[config.mk]
export PLATFORM = sky130hd
export DESIGN_NAME = alu_issue_ctrl
export DESIGN_NICKNAME = d
export VERILOG_FILES = /design/src/rtl/alu_issue_ctrl.sv
export SDC_FILE = /design/constraint.sdc
export NUM_CORES = 1
export LEC_CHECK = 0
export CAP_MARGIN = 40
export CORE_ASPECT_RATIO = 1.25
export CORE_MARGIN = 5
export CORE_UTILIZATION = 32
export DETAILED_ROUTE_END_ITERATION = 6
export PLACE_DENSITY = 0.58
export SETUP_SLACK_MARGIN = 0.2
export SYNTH_ARGS = -nofsm -noshare
export SYNTH_HDL_FRONTEND = slang
export SYNTH_SLANG_ARGS = --single-unit
[constraint.sdc]
create_clock -name clk -period 2.9 [get_ports clk]
set_clock_uncertainty 0.1 [all_clocks]
set_input_delay 0.58 -clock clk [delete_from_list [all_inputs] [get_ports clk]]
set_output_delay 0.58 -clock clk [all_outputs]
set_load 0.005 [all_outputs]
[src/rtl/alu_issue_ctrl.sv]
`default_nettype none
// ============================================================================
//  Module      : alu_issue_ctrl
//  Description : Issue/writeback controller for a combinational ALU. Accepts
//                instruction words over valid/ready, reads operands from an
//                internal register file, sequences the ALU and writes the
//                result back. One instruction in flight at a time.
//                Optional macro ALU_ISSUE_PERF_EN adds the perf_retired
//                counter output.
//  Revision    : 1.0 - initial release
// ============================================================================
module alu_issue_ctrl #(
    parameter int NREGS = 16
) (
    input  logic        clk,
    input  logic        rst_n,
    input  logic        instr_valid,
    input  logic [31:0] instr,
    output logic        instr_ready,
    output logic [31:0] alu_a,
    output logic [31:0] alu_b,
    output logic [3:0]  alu_op,
    input  logic [31:0] alu_result,
    output logic        wb_valid,
    output logic [3:0]  wb_rd,
    output logic [31:0] wb_data,
    output logic        err_illegal,
    input  logic [3:0]  dbg_addr,
`ifdef ALU_ISSUE_PERF_EN
    output logic [31:0] perf_retired,
`endif
    output logic [31:0] dbg_data
);

    localparam int         c_IDX_W  = $clog2(NREGS);
    localparam logic [3:0] c_OP_NOP = 4'h0;
    localparam logic [3:0] c_OP_ADD = 4'h1;
    localparam logic [3:0] c_OP_OR  = 4'h4;
    localparam logic [3:0] c_OP_LI  = 4'h8;

    typedef enum logic [1:0] {
        S_IDLE   = 2'd0,
        S_DECODE = 2'd1,
        S_EXEC   = 2'd2,
        S_WB     = 2'd3
    } state_t;

    state_t               r_state;
    state_t               w_state_next;
    logic [31:0]          r_instr;
    logic [31:0]          r_regs [NREGS];

    logic [3:0]           w_opcode;
    logic [3:0]           w_rd;
    logic [c_IDX_W-1:0]   w_rd_idx;
    logic [c_IDX_W-1:0]   w_rs1_idx;
    logic [c_IDX_W-1:0]   w_rs2_idx;
    logic [c_IDX_W-1:0]   w_dbg_idx;
    logic [31:0]          w_rs1_val;
    logic [31:0]          w_rs2_val;
    logic                 w_is_alu;
    logic                 w_is_li;
    logic                 w_is_nop;

    // Field extraction from the latched instruction; upper index bits beyond
    // the register file size are simply not looked at.
    assign w_opcode  = r_instr[31:28];
    assign w_rd      = r_instr[27:24];
    assign w_rd_idx  = r_instr[24 +: c_IDX_W];
    assign w_rs1_idx = r_instr[20 +: c_IDX_W];
    assign w_rs2_idx = r_instr[16 +: c_IDX_W];
    assign w_dbg_idx = dbg_addr[c_IDX_W-1:0];

    assign w_is_alu  = (w_opcode >= c_OP_ADD) && (w_opcode <= c_OP_OR);
    assign w_is_li   = (w_opcode == c_OP_LI);
    assign w_is_nop  = (w_opcode == c_OP_NOP);

    // Register 0 is hard-wired to zero on every read path.
    assign w_rs1_val = (w_rs1_idx == '0) ? 32'h0 : r_regs[w_rs1_idx];
    assign w_rs2_val = (w_rs2_idx == '0) ? 32'h0 : r_regs[w_rs2_idx];
    assign dbg_data  = (w_dbg_idx == '0) ? 32'h0 : r_regs[w_dbg_idx];

    // State register.
    always_ff @(posedge clk or negedge rst_n) begin
        if (!rst_n) begin
            r_state <= S_IDLE;
        end else begin
            r_state <= w_state_next;
        end
    end

    // Next-state logic and state-decoded strobes.
    always_comb begin
        w_state_next = r_state;
        instr_ready  = 1'b0;
        wb_valid     = 1'b0;
        err_illegal  = 1'b0;
        case (r_state)
            S_IDLE: begin
                instr_ready = 1'b1;
                if (instr_valid) begin
                    w_state_next = S_DECODE;
                end
            end
            S_DECODE: begin
                if (w_is_alu || w_is_li) begin
                    w_state_next = S_EXEC;
                end else begin
                    err_illegal  = !w_is_nop;
                    w_state_next = S_IDLE;
                end
            end
            S_EXEC: begin
                w_state_next = S_WB;
            end
            S_WB: begin
                wb_valid     = 1'b1;
                w_state_next = S_IDLE;
            end
            default: begin
                w_state_next = S_IDLE;
            end
        endcase
    end

    // Instruction latch, ALU operand drive and result capture.
    always_ff @(posedge clk or negedge rst_n) begin
        if (!rst_n) begin
            r_instr <= 32'h0;
            alu_a   <= 32'h0;
            alu_b   <= 32'h0;
            alu_op  <= 4'h0;
            wb_rd   <= 4'h0;
            wb_data <= 32'h0;
        end else begin
            if ((r_state == S_IDLE) && instr_valid) begin
                r_instr <= instr;
            end
            if (r_state == S_DECODE) begin
                if (w_is_alu) begin
                    alu_a  <= w_rs1_val;
                    alu_b  <= w_rs2_val;
                    alu_op <= w_opcode;
                end else if (w_is_li) begin
                    alu_a  <= 32'h0;
                    alu_b  <= {16'h0, r_instr[15:0]};
                    alu_op <= c_OP_ADD;
                end
            end
            // alu_op is only non-zero for the single EXEC cycle.
            if (r_state == S_EXEC) begin
                alu_op  <= 4'h0;
                wb_rd   <= w_rd;
                wb_data <= alu_result;
            end
        end
    end

    // Register file write; index 0 is never written.
    always_ff @(posedge clk or negedge rst_n) begin
        if (!rst_n) begin
            for (int i = 0; i < NREGS; i++) begin
                r_regs[i] <= 32'h0;
            end
        end else if ((r_state == S_WB) && (w_rd_idx != '0)) begin
            r_regs[w_rd_idx] <= wb_data;
        end
    end

`ifdef ALU_ISSUE_PERF_EN
    // Retired-instruction counter: writebacks plus NOPs, illegal ops excluded.
    always_ff @(posedge clk or negedge rst_n) begin
        if (!rst_n) begin
            perf_retired <= 32'h0;
        end else if ((r_state == S_WB) || ((r_state == S_DECODE) && w_is_nop)) begin
            perf_retired <= perf_retired + 32'h1;
        end
    end
`endif

endmodule
`default_nettype wire

==> metrics.txt <==
# TYPE chip_impl_metric gauge
chip_impl_metric{name="num-fill-cells",unit=""} 10500
chip_impl_metric{name="layout_setup_ws",unit="ns"} -0.0591
chip_impl_info{name="yosys_most_used_dff",value="sky130_fd_sc_hd__dfrtp_1"} 1
chip_impl_info{name="cts-root-buf",value="sky130_fd_sc_hd__clkbuf_16"} 1
chip_impl_info{name="critical-path-slowest-cell",value="sky130_fd_sc_hd__mux4_2"} 1
chip_impl_metric{name="setup_viol",unit=""} 9
chip_impl_metric{name="number_of_antenna_violations_at_the_first_check_in_global_routing",unit=""} 1
chip_impl_metric{name="finalCoreUtilization",unit="%"} 40.4
chip_impl_info{name="worst_r2r_startpoint",value="r_instr[17]"} 1
chip_impl_metric{name="timing.reg2reg.worst_path_depth",unit=""} 5
chip_impl_metric{name="io_buffers",unit=""} 209
chip_impl_metric{name="syn-cell-area",unit="um2"} 36300
chip_impl_metric{name="drive_above_1_share",unit="%"} 52.5
chip_impl_metric{name="cts_inserted_buffers",unit=""} 77
chip_impl_info{name="crit_path_cell_trace",value="buf_16, buf_16, buf_8, buf_16, mux4_2, nand2b_4, a21oi_2, a21oi_1, buf_4, buf_6"} 1
chip_impl_metric{name="postSynthNetCount",unit=""} 2606
chip_impl_metric{name="maxClockFrequency",unit="MHz"} 338
chip_impl_metric{name="path_buf_inv",unit=""} 6
chip_impl_metric{name="postRouteWirelength",unit="um"} 134000
chip_impl_metric{name="worst-slew-pin-transition",unit="ns"} 0.793
chip_impl_info{name="cts_tree",value="done"} 1
chip_impl_info{name="crit_family",value="buffers and inverters"} 1
chip_impl_metric{name="vertical_extent_of_the_die",unit="um"} 387
chip_impl_metric{name="die_w",unit="um"} 311
chip_impl_metric{name="drc_errors",unit=""} 0
chip_impl_metric{name="clock_sinks",unit=""} 650
chip_impl_metric{name="top_level_ports",unit=""} 210
chip_impl_metric{name="drt_pass1_iterations",unit=""} 5
chip_impl_metric{name="hpwl",unit="um"} 82900
chip_impl_metric{name="detailedRoute.firstIterationViolations",unit=""} 2653
chip_impl_metric{name="ant_nets",unit=""} 0
chip_impl_metric{name="core-area",unit="um2"} 113000
chip_impl_metric{name="vias_per_cell",unit=""} 6.03
chip_impl_info{name="critPathCaptureType",value="output port"} 1
chip_impl_metric{name="dr_total_vias",unit=""} 26300
chip_impl_info{name="setup_repair_after_global_routing_missed_its_margin",value="yes"} 1
chip_impl_metric{name="synth.top_cell.area_share",unit="%"} 44.8
chip_impl_metric{name="async_reset_ff_share",unit="%"} 100
chip_impl_metric{name="hold_viol",unit=""} 0
chip_impl_metric{name="pin_count_of_the_biggest_net_entering_global_routing",unit=""} 104
chip_impl_metric{name="synthesis.yosys.warnings",unit=""} 0
chip_impl_metric{name="required",unit="ns"} 2.22
chip_impl_metric{name="fin_total_pwr",unit="W"} 0.0470
chip_impl_info{name="synth_area_leaders",value="sky130_fd_sc_hd__dfrtp_1, sky130_fd_sc_hd__mux2_2, sky130_fd_sc_hd__mux4_2"} 1
chip_impl_metric{name="place.gp.congestion",unit=""} 0.874
chip_impl_metric{name="cp_max_fo",unit=""} 7
chip_impl_metric{name="via_count_of_the_first_global_routing_pass",unit=""} 27700
chip_impl_metric{name="grt_pass1_wl",unit="um"} 197000
chip_impl_metric{name="postSynthRegisterBits",unit=""} 650
chip_impl_metric{name="syn_area_per_cell",unit="um2"} 14.3
chip_impl_metric{name="max_stage_delay",unit="ns"} 0.52
chip_impl_metric{name="r2r_slack",unit="ns"} 0.28
chip_impl_info{name="critical_path.endpoint",value="dbg_data[26]"} 1
chip_impl_metric{name="cts.reportedPaths.clkPinSlew",unit="ns"} 0.06
chip_impl_info{name="timing.hold.worst.class",value="flip-flop to flip-flop"} 1
chip_impl_metric{name="critPathArrivalTime",unit="ns"} 2.28
chip_impl_metric{name="power.density",unit="nW/um2"} 1030
chip_impl_metric{name="global_route.usage.total",unit="%"} 21.7
chip_impl_metric{name="leakagePower",unit="nW"} 20.5
chip_impl_metric{name="vdd.ir_drop.worst",unit="mV"} 0.523
chip_impl_info{name="violations_in_the_final_reports",value="setup timing"} 1
chip_impl_metric{name="cts_htree_levels",unit=""} 3
chip_impl_metric{name="num_antenna_cells",unit=""} 0
chip_impl_metric{name="max-clock-path-buffers",unit=""} 3
chip_impl_metric{name="synth_seq_area_share",unit="%"} 44.8
chip_impl_info{name="worst_setup_path_start_kind",value="input pin"} 1
chip_impl_metric{name="slew_headroom",unit="%"} 47.0
chip_impl_metric{name="timing.critical_path.depth",unit=""} 10
chip_impl_metric{name="floorplan.initialDensity",unit="%"} 32.1
chip_impl_info{name="critical_path_class",value="input pin to output port"} 1
chip_impl_metric{name="area_growth_synth_to_finish",unit="%"} 25.9
chip_impl_metric{name="rows",unit=""} 138
chip_impl_metric{name="clk-insertion-delay-late",unit="ns"} 0.64
chip_impl_metric{name="die_area",unit="um2"} 120000
chip_impl_metric{name="fin_crit",unit="ns"} 2.96
chip_impl_info{name="crit-reg2reg-capture",value="alu_b[0]"} 1
chip_impl_info{name="cpMostUsedCell",value="sky130_fd_sc_hd__buf_16"} 1
chip_impl_metric{name="maxCapViolCount",unit=""} 0
chip_impl_metric{name="final_max_slew_viol_count",unit=""} 0
chip_impl_metric{name="netlist-cell-type-count",unit=""} 47
chip_impl_metric{name="syn_inst",unit=""} 2531
chip_impl_metric{name="synth_enable_flop_cells",unit=""} 0
chip_impl_info{name="synth_top_cell_by_area",value="sky130_fd_sc_hd__dfrtp_1"} 1
chip_impl_metric{name="grt_overflow_total",unit=""} 0
chip_impl_info{name="result_of_the_run",value="finished with violations"} 1
chip_impl_metric{name="finalCritPeriodShare",unit="%"} 102
chip_impl_info{name="critPathLaunch",value="dbg_addr[0]"} 1
chip_impl_metric{name="detail_route.wl_per_cell",unit="um"} 30.8
chip_impl_metric{name="finalNetCount",unit=""} 2902
[through the flow]
stage               setup TNS, ns  setup WS [ns]  area [um2]  hold slack (ns)  instances
CTS                        -0.278        -0.0474       45400            0.293       4341
floorplan                       0          0.163       36300            0.184       2531
finish                     -0.290        -0.0591       45700            0.293       4354
detailed placement          -9.99         -0.407       41300            0.281       4112
global route               -0.922         -0.105       45700            0.308       4354
global placement           -10.08         -0.399       41300            0.279       4111
[logic make-up (layout without fill, tap and decap cells)]
family	count (synthesis)	after routing	share of synthesized area, %
muxes	1094	1094	42.7
DFF	650	650	44.8
AOI/OAI and AO/OA	314	314	6.40
buffers and inverters	298	651	3.44
and+or+nand+nor	170	170	2.45
adders and majority gates	4	4	0.138
xor gates and xnor gates	1	1	0.0241
[report_power, final]
group | total, W | switching [W] | internal, W
registers | 0.0170 | 0.00465 | 0.0123
logic | 0.0199 | 0.00913 | 0.0107
clock network | 0.0102 | 0.00420 | 0.00600
[cell usage in the layout (no fill, tap or decap), types with 34 or more instances in the layout]
master / instances
sky130_fd_sc_hd__buf_12: 67
sky130_fd_sc_hd__clkdlybuf4s50_1: 171
sky130_fd_sc_hd__clkbuf_16: 81
sky130_fd_sc_hd__a21oi_2: 46
sky130_fd_sc_hd__mux4_2: 263
sky130_fd_sc_hd__dfrtp_1: 622
sky130_fd_sc_hd__buf_4: 183
sky130_fd_sc_hd__a221o_1: 48
sky130_fd_sc_hd__mux2i_1: 132
sky130_fd_sc_hd__nor2_1: 34
sky130_fd_sc_hd__nor3_1: 35
sky130_fd_sc_hd__o21ai_0: 35
sky130_fd_sc_hd__mux2_2: 648
sky130_fd_sc_hd__buf_6: 40
[synth_stat cells (10+ instances only)]
cell,number
sky130_fd_sc_hd__dfrtp_1,650
sky130_fd_sc_hd__buf_1,38
sky130_fd_sc_hd__a221o_1,48
sky130_fd_sc_hd__a2bb2oi_1,28
sky130_fd_sc_hd__mux2_2,652
sky130_fd_sc_hd__a32o_1,16
sky130_fd_sc_hd__o21ai_0,35
sky130_fd_sc_hd__a211oi_1,16
sky130_fd_sc_hd__a21oi_1,70
sky130_fd_sc_hd__nand2b_1,40
sky130_fd_sc_hd__buf_2,65
sky130_fd_sc_hd__nand3_1,19
sky130_fd_sc_hd__nor3_1,35
sky130_fd_sc_hd__mux2i_1,142
sky130_fd_sc_hd__o32ai_1,16
sky130_fd_sc_hd__mux4_2,263
sky130_fd_sc_hd__o22ai_1,32
sky130_fd_sc_hd__o211ai_1,15
sky130_fd_sc_hd__nor2_1,43
sky130_fd_sc_hd__mux4_1,27
sky130_fd_sc_hd__mux2_1,10
sky130_fd_sc_hd__a211o_1,32
sky130_fd_sc_hd__clkbuf_1,180
[layer usage]
metal  vias up  wire, um  GRT usage, %
met5         -         0             0
met4         0      6250          8.97
met3       373     11000          4.55
met2      1409     63200          34.9
met1     14000     53900          28.6
li1      10500         -             -
[flip-flops by register name (all words and copies together), names as in the netlist, named ones only]
signal   count
r_state      1
alu_b       32
alu_a       32
r_regs     512
alu_op       4
wb_data     32
wb_rd        4
r_instr     32
[cell type report]
| type | count | area (um2) | area share (%) |
|---|---|---|---|
| inverters | 7 | 26.3 | 0.0575 |
| flip-flops and latches | 650 | 16300 | 35.7 |
| clock inverters | 33 | 469 | 1.03 |
| clock buffers | 103 | 2170 | 4.74 |
| multi-input cells | 1583 | 19300 | 42.3 |
| well taps | 1470 | 1840 | 4.03 |
| repair buffers | 508 | 5540 | 12.1 |
[repair_timing]
item / in CTS / in global routing
buffers inserted: 87 / 10
endpoints found under the setup margin: 44 / 42
resized for setup: 276 / 43
endpoints found under the hold margin: 20 / 0
gates cloned: 5 / 3
hold buffers: 1 / 0
pin swaps: 50 / 30
[how the worst min path moves through the flow]
stage / start / depth (start not counted) / endpoint
3_5_place_dp: r_regs[487] / 0 / r_regs[487]
4_1_cts: r_regs[487] / 0 / r_regs[487]
3_3_place_gp: r_regs[494] / 0 / r_regs[494]
2_1_floorplan: rst_n / 0 / asynchronous set/reset pin
6_report: r_regs[497] / 0 / r_regs[497]
5_1_grt: r_regs[501] / 0 / r_regs[501]
(Power assumes the default switching activity.)
